**src/rtl/reg_enable_pkg.sv**
```systemverilog
// Shared mode constants and FSM state encoding for the register-enable sequencer.
package reg_enable_pkg;

  localparam logic [1:0] MODE_SINGLE = 2'b00;
  localparam logic [1:0] MODE_SWEEP  = 2'b01;
  localparam logic [1:0] MODE_BCAST  = 2'b10;
  localparam logic [1:0] MODE_RSVD   = 2'b11;

  typedef enum logic [1:0] {
    IDLE   = 2'b00,
    SINGLE = 2'b01,
    SWEEP  = 2'b10,
    BCAST  = 2'b11
  } state_e;

endpackage

```
**src/rtl/reg_enable_sequencer_if.sv**
```systemverilog
// Request handshake and enable-vector bundle between a requester and the sequencer.
interface reg_enable_sequencer_if #(
  parameter int unsigned ADDR_W   = 4,
  parameter int unsigned NUM_REGS = 16
);
  logic                req_valid;
  logic                req_ready;
  logic [ADDR_W-1:0]   req_addr;
  logic [1:0]          req_mode;
  logic [NUM_REGS-1:0] enables;
  logic                en_valid;
  logic                busy;
  logic                err;

  modport master (
    output req_valid, req_addr, req_mode,
    input  req_ready, enables, en_valid, busy, err
  );

  modport slave (
    input  req_valid, req_addr, req_mode,
    output req_ready, enables, en_valid, busy, err
  );
endinterface

```
**src/rtl/reg_enable_sequencer_onehot_decode.sv**
```systemverilog
// Combinational address-to-one-hot decoder; addresses at or beyond NUM_REGS decode to zero.
module onehot_decode #(
  parameter int unsigned ADDR_W    = 4,
  parameter int unsigned NUM_REGS  = 16,
  parameter int unsigned MSB_FIRST = 1
) (
  input  logic [ADDR_W-1:0]   addr,
  output logic [NUM_REGS-1:0] onehot
);
  localparam int unsigned AW1 = ADDR_W + 1;

  // Legacy ordering puts address 0 on the top enable line.
  for (genvar i = 0; i < NUM_REGS; i++) begin : g_bit
    localparam int unsigned POS = (MSB_FIRST != 0) ? (NUM_REGS - 1 - i) : i;
    assign onehot[POS] = ({1'b0, addr} == AW1'(i));
  end
endmodule

```
**src/rtl/reg_enable_sequencer.sv**
```systemverilog
// Registered register-enable sequencer: single, broadcast and sweep writes over valid/ready.
module reg_enable_sequencer
  import reg_enable_pkg::*;
#(
  parameter int unsigned ADDR_W    = 4,
  parameter int unsigned NUM_REGS  = 16,
  parameter int unsigned MSB_FIRST = 1
) (
  input  logic                  clk,
  input  logic                  rst,
  reg_enable_sequencer_if.slave bus
);
  localparam int unsigned       AW1  = ADDR_W + 1;
  localparam logic [ADDR_W-1:0] LAST = ADDR_W'(NUM_REGS - 1);

  state_e              state;
  logic [ADDR_W-1:0]   cnt;
  logic [ADDR_W-1:0]   sel_addr;
  logic [NUM_REGS-1:0] dec;
  logic [NUM_REGS-1:0] enables_q;
  logic                en_valid_q;
  logic                err_q;
  logic                ready_c;
  logic                accept_c;
  logic                in_range_c;

  // Sweeps hold off new work until their final register is being driven.
  assign ready_c    = !rst && ((state != SWEEP) || (cnt == LAST));
  assign accept_c   = bus.req_valid && ready_c;
  assign in_range_c = ({1'b0, bus.req_addr} < AW1'(NUM_REGS));

  // Decode whichever index will be on the enables next cycle.
  always_comb begin
    sel_addr = cnt + ADDR_W'(1);
    if (accept_c) begin
      sel_addr = (bus.req_mode == MODE_SWEEP) ? '0 : bus.req_addr;
    end
  end

  onehot_decode #(
    .ADDR_W   (ADDR_W),
    .NUM_REGS (NUM_REGS),
    .MSB_FIRST(MSB_FIRST)
  ) u_decode (
    .addr  (sel_addr),
    .onehot(dec)
  );

  always_ff @(posedge clk) begin
    if (rst) begin
      state      <= IDLE;
      cnt        <= '0;
      enables_q  <= '0;
      en_valid_q <= 1'b0;
      err_q      <= 1'b0;
    end else begin
      enables_q  <= '0;
      en_valid_q <= 1'b0;
      err_q      <= 1'b0;
      if (accept_c) begin
        case (bus.req_mode)
          MODE_SINGLE: begin
            if (in_range_c) begin
              state      <= SINGLE;
              enables_q  <= dec;
              en_valid_q <= 1'b1;
            end else begin
              state <= IDLE;
              err_q <= 1'b1;
            end
          end
          MODE_SWEEP: begin
            state      <= SWEEP;
            cnt        <= '0;
            enables_q  <= dec;
            en_valid_q <= 1'b1;
          end
          MODE_BCAST: begin
            state      <= BCAST;
            enables_q  <= '1;
            en_valid_q <= 1'b1;
          end
          default: begin
            state <= IDLE;
            err_q <= 1'b1;
          end
        endcase
      end else if ((state == SWEEP) && (cnt != LAST)) begin
        cnt        <= cnt + ADDR_W'(1);
        enables_q  <= dec;
        en_valid_q <= 1'b1;
      end else begin
        state <= IDLE;
      end
    end
  end

  assign bus.req_ready = ready_c;
  assign bus.enables   = enables_q;
  assign bus.en_valid  = en_valid_q;
  assign bus.err       = err_q;
  assign bus.busy      = (state != IDLE);
endmodule

```
**src/flat_wrapper.sv**
```systemverilog
// flat-port wrapper written by rule: the top's interface ports become plain ports
module reg_enable_sequencer_flat import reg_enable_pkg::*;
#(
  parameter int unsigned ADDR_W    = 4,
  parameter int unsigned NUM_REGS  = 16,
  parameter int unsigned MSB_FIRST = 1
)
  (clk, rst, bus_req_valid, bus_req_addr, bus_req_mode, bus_req_ready, bus_enables, bus_en_valid, bus_busy, bus_err);
  reg_enable_sequencer_if #(.ADDR_W(ADDR_W), .NUM_REGS(NUM_REGS)) bus_i ();
  input  logic clk;
  input  logic rst;
  input wire logic [$bits(bus_i.req_valid)-1:0] bus_req_valid;
  input wire logic [$bits(bus_i.req_addr)-1:0] bus_req_addr;
  input wire logic [$bits(bus_i.req_mode)-1:0] bus_req_mode;
  output wire logic [$bits(bus_i.req_ready)-1:0] bus_req_ready;
  output wire logic [$bits(bus_i.enables)-1:0] bus_enables;
  output wire logic [$bits(bus_i.en_valid)-1:0] bus_en_valid;
  output wire logic [$bits(bus_i.busy)-1:0] bus_busy;
  output wire logic [$bits(bus_i.err)-1:0] bus_err;
  assign bus_i.req_valid = bus_req_valid;
  assign bus_i.req_addr = bus_req_addr;
  assign bus_i.req_mode = bus_req_mode;
  assign bus_req_ready = bus_i.req_ready;
  assign bus_enables = bus_i.enables;
  assign bus_en_valid = bus_i.en_valid;
  assign bus_busy = bus_i.busy;
  assign bus_err = bus_i.err;
  reg_enable_sequencer #(.ADDR_W(ADDR_W), .NUM_REGS(NUM_REGS), .MSB_FIRST(MSB_FIRST)) u_core (.clk(clk), .rst(rst), .bus(bus_i));
endmodule
```
**config.mk**
```make
export PLATFORM = sky130hd
export DESIGN_NAME = reg_enable_sequencer_flat
export DESIGN_NICKNAME = d
export VERILOG_FILES = /design/src/rtl/reg_enable_pkg.sv /design/src/rtl/reg_enable_sequencer_if.sv /design/src/rtl/reg_enable_sequencer_onehot_decode.sv /design/src/rtl/reg_enable_sequencer.sv /design/src/flat_wrapper.sv
export SDC_FILE = /design/constraint.sdc
export NUM_CORES = 1
export LEC_CHECK = 0
export ABC_AREA = 1
export ABC_CLOCK_PERIOD_IN_PS = 1900
export BUFFER_PORTS_ARGS = -buffer_cell sky130_fd_sc_hd__clkbuf_2
export CORE_MARGIN = 10
export CORE_UTILIZATION = 47
export CTS_CLUSTER_DIAMETER = 150
export DETAILED_ROUTE_END_ITERATION = 10
export PLACE_DENSITY_LB_ADDON = 0.25
export RECOVER_POWER = 25
export SLEW_MARGIN = 10
export SYNTH_ARGS = -nofsm -noshare
export SYNTH_HDL_FRONTEND = slang
export SYNTH_HIERARCHICAL = 1
export SYNTH_SLANG_ARGS = --single-unit
export TNS_END_PERCENT = 100
```
**constraint.sdc**
```tcl
create_clock -name clk -period 1.9 [get_ports clk]
set_input_delay 0.57 -clock clk [delete_from_list [all_inputs] [get_ports clk]]
set_output_delay 0.57 -clock clk [all_outputs]
set_load 0.03 [all_outputs]
```
## After elaboration in Yosys (flattened, before gate mapping)

Cells that the tools add are included.

- Flip-flop bits (word level): 24
- Input bits: 9
- Output and inout port bits: 20
- Word-level logic and storage cells: 58

- $add $sub $neg: 1
- Equality and inequality tests: 23
- Mux-type cells: 15
- Bitwise logic cells: 1
- Reductions and logical operators: 13

Operator list:

| cell | number |
|---|---|
| 4-bit equality test (second input constant) | 9 |
| 16-bit 2-to-1 mux | 2 |
| 16-bit case mux with 2 select lines | 1 |
| 4-bit 2-to-1 mux | 5 |
| 4-bit by 3-bit equality test with 1-bit output (second input constant) | 4 |
| 4-bit by 2-bit equality test with 1-bit output (second input constant) | 2 |
| 2-bit case mux with 3 select lines | 1 |
| 4-bit by 1-bit adder with 4-bit output (second input constant) | 1 |
| 2-bit equality test (second input constant) | 2 |
| 4-bit by 1-bit equality test with 1-bit output (second input constant) | 1 |
| 4-bit logical NOT | 1 |
| 1-bit 2-to-1 mux | 4 |
| 2-bit 2-to-1 mux | 2 |
| 2-bit inequality test (second input constant) | 2 |
| 4-bit inequality test (second input constant) | 1 |
| 2-bit nonzero test | 2 |
| 2-bit OR reduction | 2 |
| 1-bit logical AND | 3 |
| 3-bit OR reduction | 1 |
| 2-bit by 1-bit equality test with 1-bit output (second input constant) | 1 |
| 2-bit logical NOT | 1 |
| 2-bit by 1-bit inequality test with 1-bit output (second input constant) | 1 |
| 2-bit AND reduction | 1 |
| 1-bit logical NOT | 1 |
| 2 further kinds | 2 |

## Logic depth before layout (Yosys ltp)

- Depth in word-level cells: 8
- Mapped depth: 15
- Gate-level depth less buffers: 15

## Modules after synthesis

The synthesis kept the hierarchy.

By module, submodules not included:

| module | times used | cells each | area an instance (µm²) | seq. area each (µm²) |
|---|---|---|---|---|
| reg_enable_sequencer | 1 | 172 | 1179.9 | 480.5 |
| onehot_decode | 1 | 28 | 105.1 | 0.0 |

## Worst setup path before layout

Ideal clock, no wire load.

- Kind: register to output
- Start point: reg u_core.cnt[0]
- End point: out bus_req_ready
- Data arrival time: 1531 ps
- Data required time: 1330 ps
- Slack: -201 ps
- Stages on the path, launching flop included: 8
- Buffers on the path: 2
- Path through: dfxtp_1 ha_1 nand3_1 nand2_2 inv_2 buf_2 buf_2 nor2_1

- Cells in the longest elaborated chain, start to end: 3

Ends and longest elaborated chain:

| element | RTL line | source |
|---|---|---|
| from (decl) | reg_enable_sequencer.sv:17 | `logic [ADDR_W-1:0] cnt;` |
| from (signal assigned) | reg_enable_sequencer.sv:89 | `cnt <= cnt + ADDR_W'(1);` |
| 4-bit equality test | reg_enable_sequencer.sv:28 | `assign ready_c = !rst && ((state != SWEEP) \|\| (cnt == LAST));` |
| 1-bit logical OR | reg_enable_sequencer.sv:28 |  |
| 1-bit logical AND | reg_enable_sequencer.sv:28 |  |
| to (decl) | flat_wrapper.sv:15 | `output wire logic [$bits(bus_i.req_ready)-1:0] bus_req_ready;` |

No other way between the ends.

## Worst setup path in the final report

- Start point: reg u_core.cnt[0]
- End point: reg u_core.enables_q[2], in the netlist u_core/bus.enables[2]

- Cells in the longest elaborated chain, start to end: 8
- Elaborated cells on any way between the ends: 12
- Classes of those cells: add/sub: 1; eq/ne: 3; mux: 4; reduce/logical: 4

Ends and longest elaborated chain:

| element | RTL line | source |
|---|---|---|
| parallel branches: the longest is 4 deep, another holds 4-bit by 1-bit adder with 4-bit output | -- |  |
| 4-bit 2-to-1 mux * | reg_enable_sequencer.sv:35 | `if (accept_c) begin` |
| named net u_core.sel_addr[0] | reg_enable_sequencer.sv:18 | `logic [ADDR_W-1:0] sel_addr;` |
| 4-bit equality test * | reg_enable_sequencer_onehot_decode.sv:15 | `assign onehot[POS] = ({1'b0, addr} == AW1'(i));` |
| named net u_core.dec[2] | reg_enable_sequencer.sv:19 | `logic [NUM_REGS-1:0] dec;` |
| 16-bit case mux with 2 select lines / 16-bit 2-to-1 mux (equally long branches) | reg_enable_sequencer.sv:61, reg_enable_sequencer.sv:88 |  |
| 16-bit 2-to-1 mux * | reg_enable_sequencer.sv:60 | `if (accept_c) begin` |
| to (signal assigned) | reg_enable_sequencer.sv:57 | `enables_q <= '0;` |
| to (signal assigned) | reg_enable_sequencer.sv:65 | `enables_q <= dec;` |
| to (signal assigned) | reg_enable_sequencer.sv:75 | `enables_q <= dec;` |
| to (decl) | reg_enable_sequencer.sv:20 | `logic [NUM_REGS-1:0] enables_q;` |

Mark *: on every way through the listed nets, which the timed path passes.
A chain may end at the register's enable or synchronous reset.

==> results.sh <==
export IMPL_die_w_um=72.29
export IMPL_finalNetCount=261
export IMPL_dr_pass1_iters=4
export IMPL_ys_ff_latch=24
export IMPL_setup_viol=17
export IMPL_core_area_um2=2545
export IMPL_initial_core_util_pct=50.49
export IMPL_path_max_fanout=8
export IMPL_crit_chain="ha_4 > nand3_2 > nand2_2 > inv_4 > nor3_4 > buf_6 > nand3_4 > o21ai_4 > nand2_4 > nor2_4 > nand2_1 > nand2_1 > nand2_1 > a21oi_1"
export IMPL_min_period_ns=2.051
export IMPL_clkPwrFrac_pct=25.8
export IMPL_rows=18
export IMPL_die_area_um2=5225
export IMPL_cpLargestDelayFamily="simple AND/OR/NAND/NOR gates"
export IMPL_max_freq_ghz=0.4876
export IMPL_syn_nets=215
export IMPL_io_buffers=28
export IMPL_numClockSinks=24
export IMPL_synth_top_area_share_pct=37.39
export IMPL_hold_viol=0
export IMPL_netSwitchingPower_mw=0.3998
export IMPL_synth_yosys_seq_area_share_pct=37.39
export IMPL_drt_iter0_markers=140
export IMPL_end_kind="flop"
export IMPL_grt_use_total_pct=13.58
export IMPL_place_congestion=0.8323
export IMPL_critPathArrivalTime_ns=2.29
export IMPL_antenna_found_initial=0
export IMPL_clkTransAtPathRegs_ns=0.14
export IMPL_power_leakage_nw=0.8762
export IMPL_crit_start="u_core/cnt[0]"
export IMPL_startpoint_type="flop"
export IMPL_clock_latency_ns=0.31
export IMPL_grt_first_pass_wirelength_um=5940
export IMPL_dp_cells=266
export IMPL_fin_crit_sh_pct=107.9
export IMPL_cp_num_buf_inv=2
export IMPL_crit_top_cell="nand2_1"
export IMPL_grt_max_degree=25
export IMPL_io_pins=29
export IMPL_ctsLongestPathBuffers=2
export IMPL_fin_worst_skew_ns=0.01091
export IMPL_clock_root_buffer="clkbuf_4"
export IMPL_die_h_um=72.29
export IMPL_critPathRequiredTime_ns=2.14
export IMPL_yosysWarnings=6
export IMPL_yosys_area_top_type="dfxtp_1"
export IMPL_cts_tree="yes"
export IMPL_globalRoute_totalOverflow=0
export IMPL_rsz0062_at_grt="yes"
export IMPL_power_per_cell_area_nw_per_um2=616.0
export IMPL_htree_levels=1
export IMPL_p_sw_share_pct=33.02
export IMPL_synth_area_top_cells="dfxtp_1, nand2_1, nor2_1"
export IMPL_first_global_vias=1337
export IMPL_outcome="complete, but fails checks"
export IMPL_via_per_inst=5.175
export IMPL_r2r_start="u_core/cnt[0]"
export IMPL_cp_slowest_cell="dfxtp_4"
export IMPL_slowest_delay_ns=0.38
export IMPL_critPathKind="flop to flop"
export IMPL_layout_cells_non_filler=275
export IMPL_synth_area_um2=1285
export IMPL_yosysUniqueCellTypes=23
export IMPL_synthCells=200
export IMPL_peakVddDrop_uv=519.1
export IMPL_fin_ws_ns=-0.1508
export IMPL_num_vias=1423
export IMPL_hold_path_startpoint="u_core/cnt[0]"
export IMPL_hold_class="flop to flop"
export IMPL_dpl_hpwl_um=2205
export IMPL_final_layout_size_suffix_gt1_share_pct=43.67
export IMPL_avgRoutedWirePerCell_um=14.42
export IMPL_numCtsBuffers=3
export IMPL_cts_hold_buf=0
export IMPL_tightest_slew_ns=0.5549
export IMPL_intPower_mw=0.8111
export IMPL_slew_headroom_pct=62.92
export IMPL_drv_cap=0
export IMPL_antennaDiodeCount=0
export IMPL_wl_um=3966
export IMPL_ant_nets=0
export IMPL_seq_power_share_pct=43.5
export IMPL_syn_to_final_growth_pct=52.97
export IMPL_comb_power_share_pct=30.7
export IMPL_totalPowerFinal_mw=1.211
export IMPL_drc=0
export IMPL_violations="negative setup slack"
export IMPL_postSynthAreaPerCell_um2=6.425
export IMPL_drv_slew=0
export IMPL_fin_setup_tns_ns=-1.085
synth_stat cells, drive strengths merged:
master / n
dfxtp: 24
buf: 5
o21bai: 1
inv: 15
nand3: 6
o31ai: 1
clkbuf: 4
xnor2: 1
nor2: 31
a21oi: 19
ha: 6
xor2: 1
o21ai: 4
clkinv: 1
nand2: 78
or2: 1
nor3: 1
and2: 1
worst register-to-register path: stages (launching register included):
cell and delay, ns:
dfxtp_4 0.38, ha_4 0.13, nand3_2 0.06, nand2_2 0.09, inv_4 0.05, nor3_4 0.14
buf_6 0.21, nand3_4 0.09, o21ai_4 0.13, nand2_4 0.15, nor2_4 0.13, nand2_1 0.07
nand2_1 0.09, nand2_1 0.08, a21oi_1 0.15
cells in the final DEF, fill, tap and decap left out, types with 4 or more instances in the layout:
master	Yosys	final
a21oi_1	19	15
nor2_1	31	14
a21oi_2	0	4
nor2_4	0	13
inv_1	14	10
nand2_4	0	9
dfxtp_1	24	22
nor2_2	0	4
ha_1	6	5
nand2_2	1	4
nand2_1	77	65
clkbuf_2	0	27
buf_4	0	19
registers in the layout (all words and copies together) (netlist names):
| signal | count |
|---|---|
| u_core/state | 2 |
| u_core/bus.en_valid | 1 |
| u_core/bus.err | 1 |
| u_core/cnt | 4 |
| u_core/bus.enables | 16 |
layer usage:
metal,up-vias,share of wire [%],track usage (%)
li1,709,-,-
met1,655,40,16.03
met2,51,51,21.96
met3,8,7.6,4.218
met4,0,2.0,6.022
met5,-,0,0
cell type report:
type / instances / area [um^2]
multi-input cells: 151 / 984.7
fillers: 186 / 579.3
flip-flops and latches: 24 / 485.5
repair buffers: 50 / 344.1
inverters: 16 / 66.31
clock buffers: 4 / 47.55
well taps: 30 / 37.54
power groups by stage:
stage               Clock [mW]  Combinational, mW  Sequential (mW)
finish                   0.313              0.372            0.526
global route             0.337              0.399            0.528
detailed placement           0              0.261            0.538
CTS                      0.327              0.308            0.526
global placement             0              0.259            0.538
floorplan                    0              0.158            0.562
worst paths after layout:
path / to / slack [ns] / cells after the start
worst max-delay path: u_core/bus.enables[2] / -0.15 / 14
worst min-delay path: u_core/cnt[0] / 0.61 / 2
worst max register to register: u_core/bus.enables[2] / -0.15 / 14
worst min register to register: u_core/cnt[0] / 0.61 / 2
kinds of logic (layout without fill, tap and decap cells):
kind of cell	count (synthesis)	after routing	synth area share [%]
buffers and inverters	25	70	8.665
XOR/XNOR	2	2	1.363
AO/OA/AOI/OAI	25	25	10.13
adder cells (fa/ha/maj)	6	6	5.842
flip-flops	24	24	37.39
AND/OR/NAND/NOR	118	118	36.61
what timing repair did:
| action | CTS | global route |
|---|---|---|
| setup buffers | 4 | 1 |
| endpoints found under the setup margin | 14 | 17 |
| pin swaps | 9 | 31 |
| gates resized for setup | 26 | 28 |
through the flow:
stage	area (um^2)	utilization, %	hold WS, ns	worst slack [ns]
final	1966	77.24	0.6053	-0.1508
after global placement	1649	64.80	0.5615	-0.03631
after global routing	1966	77.24	0.6205	-0.2315
after detailed placement	1649	64.80	0.5638	-0.05941
after CTS	1834	72.07	0.5915	-0.05104
after floorplan	1393	-	0.4600	-0.03790
No activity file was read; power rests on OpenSTA's default activity.
